### src/rtl/i2c_target_sync.sv
// i2c_target_sync
// Clocked I2C target (responder). SCL/SDA are oversampled on clk, START/STOP
// are detected from synchronized edges, the target ACKs TARGET_ADDR and
// streams bytes between the bus and a simple byte interface.
//
// Ports:
//   clk       system clock, at least 8x the SCL frequency
//   rst       asynchronous active-high reset
//   scl_in    SCL bus level (never stretched by this target)
//   sda_in    SDA bus level
//   sda_oe    1 = pull SDA low (open drain), 0 = release
//   rx_data   last byte written by the controller
//   rx_valid  one-cycle pulse when rx_data is updated
//   tx_data   byte returned on the next read byte
//   tx_req    one-cycle pulse when tx_data is sampled into the shift register
//   busy      high from an addressed START until STOP (or address mismatch)
//   state_dbg current FSM state, for observation only
//
// Handshake: rx_valid and tx_req are single-cycle strobes with no
// backpressure. rx_data is valid in the rx_valid cycle and holds until the
// next written byte; tx_data must be stable in the cycle tx_req is high.
module i2c_target_sync #(
  parameter logic [6:0] TARGET_ADDR = 7'b1010101,
  parameter int         SYNC_STAGES = 2
) (
  input  logic       clk,
  input  logic       rst,
  input  logic       scl_in,
  input  logic       sda_in,
  output logic       sda_oe,
  output logic [7:0] rx_data,
  output logic       rx_valid,
  input  logic [7:0] tx_data,
  output logic       tx_req,
  output logic       busy,
  output logic [2:0] state_dbg
);

  typedef enum logic [2:0] {
    IDLE     = 3'd0,
    ADDR     = 3'd1,
    ADDR_ACK = 3'd2,
    WR_DATA  = 3'd3,
    WR_ACK   = 3'd4,
    RD_DATA  = 3'd5,
    RD_ACK   = 3'd6,
    IGNORE   = 3'd7
  } state_t;

  // Synchronizers plus one history flop; preset to 1 so reset looks like an
  // idle bus and produces no spurious edges.
  logic [SYNC_STAGES-1:0] scl_sync, sda_sync;
  logic                   scl_d, sda_d;
  logic                   scl_s, sda_s;
  logic                   scl_rise, scl_fall, sda_rise, sda_fall;
  logic                   start_det, stop_det;

  always_ff @(posedge clk or posedge rst) begin
    if (rst) begin
      scl_sync <= '1;
      sda_sync <= '1;
      scl_d    <= 1'b1;
      sda_d    <= 1'b1;
    end else begin
      scl_sync <= {scl_sync[SYNC_STAGES-2:0], scl_in};
      sda_sync <= {sda_sync[SYNC_STAGES-2:0], sda_in};
      scl_d    <= scl_sync[SYNC_STAGES-1];
      sda_d    <= sda_sync[SYNC_STAGES-1];
    end
  end

  assign scl_s     = scl_sync[SYNC_STAGES-1];
  assign sda_s     = sda_sync[SYNC_STAGES-1];
  assign scl_rise  = scl_s & ~scl_d;
  assign scl_fall  = ~scl_s & scl_d;
  assign sda_rise  = sda_s & ~sda_d;
  assign sda_fall  = ~sda_s & sda_d;
  // SCL must be high both now and in the previous cycle, so an SDA edge that
  // coincides with an SCL edge is never taken as START/STOP.
  assign start_det = sda_fall & scl_s & scl_d;
  assign stop_det  = sda_rise & scl_s & scl_d;

  state_t     state, state_n;
  logic [2:0] bit_cnt, bit_cnt_n;
  logic [6:0] shreg, shreg_n;   // first 7 bits of the byte being received
  logic [6:0] tx_sh, tx_sh_n;   // bits still to be driven after the current one
  logic       rw, rw_n;
  logic       mack, mack_n;     // controller ACKed the last read byte
  logic       sda_oe_n;
  logic [7:0] rx_data_n;
  logic       rx_valid_n, tx_req_n, busy_n;

  always_ff @(posedge clk or posedge rst) begin
    if (rst) begin
      state    <= IDLE;
      bit_cnt  <= 3'd0;
      shreg    <= 7'd0;
      tx_sh    <= 7'd0;
      rw       <= 1'b0;
      mack     <= 1'b0;
      sda_oe   <= 1'b0;
      rx_data  <= 8'h00;
      rx_valid <= 1'b0;
      tx_req   <= 1'b0;
      busy     <= 1'b0;
    end else begin
      state    <= state_n;
      bit_cnt  <= bit_cnt_n;
      shreg    <= shreg_n;
      tx_sh    <= tx_sh_n;
      rw       <= rw_n;
      mack     <= mack_n;
      sda_oe   <= sda_oe_n;
      rx_data  <= rx_data_n;
      rx_valid <= rx_valid_n;
      tx_req   <= tx_req_n;
      busy     <= busy_n;
    end
  end

  always_comb begin
    state_n    = state;
    bit_cnt_n  = bit_cnt;
    shreg_n    = shreg;
    tx_sh_n    = tx_sh;
    rw_n       = rw;
    mack_n     = mack;
    sda_oe_n   = sda_oe;
    rx_data_n  = rx_data;
    rx_valid_n = 1'b0;
    tx_req_n   = 1'b0;
    busy_n     = busy;

    if (start_det) begin
      state_n   = ADDR;
      bit_cnt_n = 3'd0;
      sda_oe_n  = 1'b0;
      mack_n    = 1'b0;
    end else if (stop_det) begin
      state_n   = IDLE;
      bit_cnt_n = 3'd0;
      sda_oe_n  = 1'b0;
      mack_n    = 1'b0;
      busy_n    = 1'b0;
    end else begin
      case (state)
        IDLE: ;

        ADDR: begin
          if (scl_rise) begin
            shreg_n   = {shreg[5:0], sda_s};
            bit_cnt_n = bit_cnt + 3'd1;
            if (bit_cnt == 3'd7) begin
              // shreg holds the 7 address bits, sda_s is R/W
              if (shreg == TARGET_ADDR) begin
                rw_n    = sda_s;
                busy_n  = 1'b1;
                state_n = ADDR_ACK;
              end else begin
                busy_n  = 1'b0;
                state_n = IGNORE;
              end
            end
          end
        end

        // sda_oe doubles as the phase flag: low = waiting for the fall that
        // ends bit 8, high = holding the ACK slot.
        ADDR_ACK: begin
          if (scl_fall) begin
            if (!sda_oe) begin
              sda_oe_n = 1'b1;
            end else if (rw) begin
              tx_sh_n   = tx_data[6:0];
              tx_req_n  = 1'b1;
              sda_oe_n  = ~tx_data[7];
              bit_cnt_n = 3'd0;
              state_n   = RD_DATA;
            end else begin
              sda_oe_n  = 1'b0;
              bit_cnt_n = 3'd0;
              state_n   = WR_DATA;
            end
          end
        end

        WR_DATA: begin
          if (scl_rise) begin
            shreg_n   = {shreg[5:0], sda_s};
            bit_cnt_n = bit_cnt + 3'd1;
            if (bit_cnt == 3'd7) begin
              rx_data_n  = {shreg, sda_s};
              rx_valid_n = 1'b1;
              state_n    = WR_ACK;
            end
          end
        end

        WR_ACK: begin
          if (scl_fall) begin
            if (!sda_oe) begin
              sda_oe_n = 1'b1;
            end else begin
              sda_oe_n  = 1'b0;
              bit_cnt_n = 3'd0;
              state_n   = WR_DATA;
            end
          end
        end

        // bit_cnt counts falls since bit 7 was put on the bus; the eighth
        // fall ends the last data bit and releases SDA for the controller.
        RD_DATA: begin
          if (scl_fall) begin
            if (bit_cnt == 3'd7) begin
              sda_oe_n  = 1'b0;
              bit_cnt_n = 3'd0;
              mack_n    = 1'b0;
              state_n   = RD_ACK;
            end else begin
              sda_oe_n  = ~tx_sh[6];
              tx_sh_n   = {tx_sh[5:0], 1'b0};
              bit_cnt_n = bit_cnt + 3'd1;
            end
          end
        end

        RD_ACK: begin
          if (scl_rise) begin
            if (sda_s) begin
              sda_oe_n = 1'b0;
              state_n  = IGNORE;
            end else begin
              mack_n = 1'b1;
            end
          end else if (scl_fall && mack) begin
            tx_sh_n   = tx_data[6:0];
            tx_req_n  = 1'b1;
            sda_oe_n  = ~tx_data[7];
            bit_cnt_n = 3'd0;
            mack_n    = 1'b0;
            state_n   = RD_DATA;
          end
        end

        IGNORE: sda_oe_n = 1'b0;

        default: state_n = IDLE;
      endcase
    end
  end

  assign state_dbg = state;

endmodule

### config.mk
export PLATFORM = sky130hd
export DESIGN_NAME = i2c_target_sync
export DESIGN_NICKNAME = d
export VERILOG_FILES = /design/src/rtl/i2c_target_sync.sv
export SDC_FILE = /design/constraint.sdc
export NUM_CORES = 1
export LEC_CHECK = 0
export ABC_CLOCK_PERIOD_IN_PS = 3100
export CAP_MARGIN = 40
export CORE_MARGIN = 4
export CORE_UTILIZATION = 53
export CTS_BUF_LIST = sky130_fd_sc_hd__clkbuf_8
export DETAILED_ROUTE_END_ITERATION = 8
export PLACE_DENSITY_LB_ADDON = 0.12
export REMOVE_ABC_BUFFERS = 1
export SLEW_MARGIN = 20
export SYNTH_ARGS = -nofsm -noshare
export SYNTH_HDL_FRONTEND = slang
export SYNTH_SLANG_ARGS = --single-unit
### constraint.sdc
create_clock -name clk -period 3.1 [get_ports clk]
set_clock_uncertainty 0.2 [all_clocks]
set_input_delay 0.465 -clock clk [delete_from_list [all_inputs] [get_ports clk]]
set_output_delay 0.465 -clock clk [all_outputs]
set_load 0.05 [all_outputs]
==> After elaboration in Yosys (flattened, before gate mapping) <==
Cells that the tools add are included.
W data, S select, Z words.
{ "word_totals": {"inputBits": 12, "mem_count": 0, "register_bits": 40, "ramBits": 0, "latchBits": 0, "rom_bits": 0} }
{ "op_classes": {"shifts": 0, "magnitude_cmp": 0, "mul": 0, "mux": 75, "bitwise": 16, "reduce_logical": 20, "div_mod_pow": 0, "eq_ne": 34, "addsub": 1} }
{ "ops": {"columns": ["operator", "n"], "rows": [
  ["$mux W3", 26],
  ["$mux W7", 7],
  ["$ne A4 B4 Y1 const B", 12],
  ["$mux W1", 36],
  ["$pmux W7 S3", 1],
  ["$pmux W3 S6", 1],
  ["$eq A3 B3 Y1 const B", 5],
  ["$ne A5 B5 Y1 const B", 3],
  ["$ne A2 B2 Y1 const B", 7],
  ["$reduce_and A13 Y1", 1],
  ["$ne A4 B1 Y1 const B", 3],
  ["$pmux W3 S4", 1],
  ["$reduce_and A6 Y1", 2],
  ["$reduce_and A10 Y1", 1],
  ["$reduce_and A5 Y1", 2],
  ["$and A1 B1 Y1", 8],
  ["$not A1 Y1", 8],
  ["$reduce_and A4 Y1", 2],
  ["$reduce_bool A8 Y1", 1],
  ["$eq A7 B7 Y1 const B", 1],
  ["$reduce_and A7 Y1", 1],
  ["$reduce_bool A7 Y1", 1],
  ["$eq A3 B2 Y1 const B", 2],
  ["$reduce_bool A2 Y1", 3],
  ["other kinds (9)", 11]
]} }

==> Longest topological paths before layout <==
{ "depth": {"depth_word": 8, "ltp_mapped": 7} }

==> Worst setup path before layout <==
OpenSTA, ideal clock, no wires.
{ "synth_path": {"path_type": "register -> register", "from": "reg state[1] (netlist: state_dbg[1])", "to": "reg state[0] (netlist: state_dbg[0])", "t_required_ps": 2775, "path_slack_ps": 607, "arrival_time_ps": 2168, "period_less_slack_ps": 2493, "setup_time_ps": 125, "path_stages_with_launch": 7, "cell_sequence": "dfrtp_1 clkbuf_1 or3b_2 a21oi_1 o21ai_0 o21ai_0 mux2_2"} }
{ "synth_between": {"elab_chain_cells": 4, "word_cells_on_any_way": 23} }
{ "synth_lines": {"columns": ["item", "line_no", "source"], "rows": [
  ["start, declared", "83", "state_t state, state_n;"],
  ["start signal, assigned", "107", "state <= state_n;"],
  ["$eq A3 B3 Y1, or another cell as far along", "146", "case (state)"],
  ["$pmux W3 S6", "146", null],
  ["$mux W3", "139", "end else if (stop_det) begin"],
  ["$mux W3", "134", "if (start_det) begin"]
]} }
Parallel ways exist; a longest one is shown, timed or not.
A chain may end at the register's enable or synchronous reset.

==> Worst setup path in the final report <==
{ "layout_path": {"from": "reg state[0] (netlist: state_dbg[0])", "to": "out state_dbg[0]"} }
{ "layout_lines": {"columns": ["item", "line_no", "source"], "rows": [
  ["end, declared", "36", "output logic [2:0] state_dbg"]
]} }
No word-level cell between the ends.

==> results.cfg <==
[floorplan]
initial_core_util_pct = 55.8
dieArea_mm2 = 0.00498
core_mm2 = 0.00372
die_w_um = 70.5
dieHeight_um = 70.5
ios = 27
rows = 22

[power_and_ir_drop]
irDropWorstVdd_v = 0.000522
power.leakage_nw = 1.10
pwr_density_cell_mw_per_mm2 = 695

[placement]
pre_cts_slack_ns = 0.569
place_congestion = 0.934
dp_hpwl_um = 3500
numPortBuffers = 26

[drt]
num_vias = 1683
viasPerCell = 6.03
antenna_left = 0
drc = 0
routedWlPerCell_um = 17.2
drt_iter0_markers = 203
drt_pass1_iterations = 4
wl_um = 4800

[synthesis]
ys_seq_area_share_pct = 48.6
synth-async-reset-ratio_pct = 100
synth_edf_count = 0
avgSynthCellArea_um2 = 10.3
synthDistinctLibCells = 44
synthFlopType = dfrtp_1
syn-cell-area_mm2 = 0.00207
ys_warn_count = 0
syn_inst = 202
ys_seq_elements = 40

[worst_setup_path]
critPathKind = register to output port
critPathLaunchType = register
cp_max_fo = 16
cp.required_ns = 2.43
r2r_cells = 4
ff2ff_setup_slack_ns = 0.57
timing.rr.end = rx_data[6]$_DFFE_PP0P_
cp.arrival_ns = 1.98
cp-endpoint = state_dbg[0]
startpoint = state_dbg[0]$_DFFE_PP0P_
r2r-start = scl_sync[1]$_DFF_PP1_
endpoint_kind = output port

[sta]
finalHoldViolations = 0
fin_setup_tns_ns = 0
min_period_ns = 2.64
finalSetupViolCount = 0
rsz0062_at_grt = false
finalCritPeriodShare_pct = 85.2
fmax_mhz = 379
finalMaxSlewViolations = 0
worst_slew_pin_slew_ns = 0.576
layout_setup_ws_ns = 0.458
relSlewSlack_pct = 61.6

[cts]
clock_path_buffers = 2
cts_sinks = 40
cts_resized = 0
clk_pin_slew_ns = 0.08
cts_inserted_buffers = 5
cts_hold_buf = 0
cts_setup_buffers = 0
ctsRootBufferMaster = clkbuf_8
htree_levels = 2
clk-insertion-delay-late_ns = 0.30
cts_tree = built

[finish]
drive_above_1_share_pct = 20.3
fin_nets = 244
diodes = 0
area_growth_pct = 19.2

[status]
run_status = complete, no violations

[global_routing]
gr-usage-all-layers_pct = 21.1
grt_pass1_vias = 1760
grt_max_degree = 41
grt_pass1_wl_um = 8330
grt_antenna_before_repair = 0
grt_overflow = 0

[hold_path]
hold_path_class = register to register

[flow_run]
drv_cap = 0
## cell families (layout without fill, tap and decap cells)
logic type | Yosys count | count (layout) | share of synthesized area [%]
flops | 40 | 40 | 48.6
fa+ha+maj | 2 | 2 | 1.21
buf+inv | 15 | 44 | 3.44
mux | 27 | 27 | 14.4
xor+xnor | 1 | 1 | 0.423
simple gates | 73 | 73 | 17.3
compound gates | 44 | 44 | 14.6
## cells in the mapped netlist, types with 2 or more instances
master / count / share of area (%)
a21oi_1: 13 / 3.1
a22o_1: 2 / 0.85
a22oi_1: 2 / 0.72
and2_1: 2 / 0.60
buf_2: 3 / 0.72
clkbuf_1: 7 / 1.3
dfrtp_1: 34 / 41
dfstp_2: 6 / 7.6
ha_1: 2 / 1.2
inv_1: 3 / 0.54
mux2_2: 22 / 12
mux2i_1: 5 / 2.4
nand2_1: 35 / 6.3
nand2b_1: 4 / 1.2
nand3_1: 3 / 0.72
nand3b_1: 2 / 0.72
nor2_1: 10 / 1.8
nor2b_1: 4 / 1.2
nor3b_1: 2 / 0.72
o21ai_0: 14 / 3.4
o31ai_1: 2 / 0.72
or3_1: 3 / 0.91
## where the power goes
group          internal [mW]  switching, mW  leakage [nW]
clock network          0.154          0.178        0.0453
registers              0.650          0.137         0.511
logic                  0.269          0.328         0.545
## area by class of cell
class                      count  area [um2]
clock buffer                   5        68.8
tap                           48        60.1
fill                         321        1240
inverter                       3        11.3
multi-input combinational    147         993
timing repair buffer          33         313
clock inverter                 3        16.3
sequential                    40        1010
## cell usage in the layout, fill, tap and decap left out, types with 2 or more instances in the layout
cell,count
a21oi_1,13
nor3b_1,2
nor2b_1,4
clkbuf_8,5
inv_1,4
nor2_1,10
and2_1,2
buf_4,7
o31ai_1,2
nand2_1,35
mux2i_1,5
ha_1,2
mux2_2,22
nand2b_1,4
nand3_1,3
a22oi_1,2
dfstp_2,6
nand3b_1,2
a22o_1,2
clkdlybuf4s50_1,26
or3_1,3
o21ai_0,14
dfrtp_1,34
## flip-flops by register name, indices dropped and copies added (netlist names), 2 cells and up
| name | count |
|---|---|
| state_dbg | 3 |
| tx_sh | 7 |
| bit_cnt | 3 |
| sda_sync | 2 |
| rx_data | 8 |
| scl_sync | 2 |
| shreg | 7 |
## worst min-delay path by stage
stage / startpoint / end / slack [ns] / depth (start not counted)
3_5_place_dp: sda_sync[0]$_DFF_PP1_ / sda_sync[1]$_DFF_PP1_ / 0.15 / 0
6_report: sda_sync[0]$_DFF_PP1_ / sda_sync[1]$_DFF_PP1_ / 0.16 / 0
5_1_grt: sda_sync[0]$_DFF_PP1_ / sda_sync[1]$_DFF_PP1_ / 0.17 / 0
4_1_cts: sda_sync[0]$_DFF_PP1_ / sda_sync[1]$_DFF_PP1_ / 0.16 / 0
2_1_floorplan: scl_sync[0]$_DFF_PP1_ / scl_sync[1]$_DFF_PP1_ / 0.15 / 0
3_3_place_gp: sda_sync[0]$_DFF_PP1_ / sda_sync[1]$_DFF_PP1_ / 0.15 / 0
## worst max-delay path, cell delays in order (launching register included)
cell             delay (ns)
dfrtp_1                0.61
buf_4                  0.26
clkdlybuf4s50_1        0.81
## per-layer routing
metal,GRT usage [%],up-vias,part of all wire [%]
li1,-,766,-
met1,26.5,825,42
met2,33.9,75,48
met3,5.68,17,6.6
met4,10.2,0,3.6
met5,0,-,0
## stage by stage
stage	cell area (um2)	power (mW)	cells	hold WS (ns)	utilization [%]
after global routing	2470	1.83	279	0.170	66.5
final	2470	1.72	279	0.163	66.5
after floorplan	2010	1.18	190	0.145	-
after CTS	2470	1.72	279	0.162	66.5
after global placement	2390	1.35	271	0.148	64.2
after detailed placement	2390	1.39	271	0.148	64.2
Power figures use the tool's default switching activity.
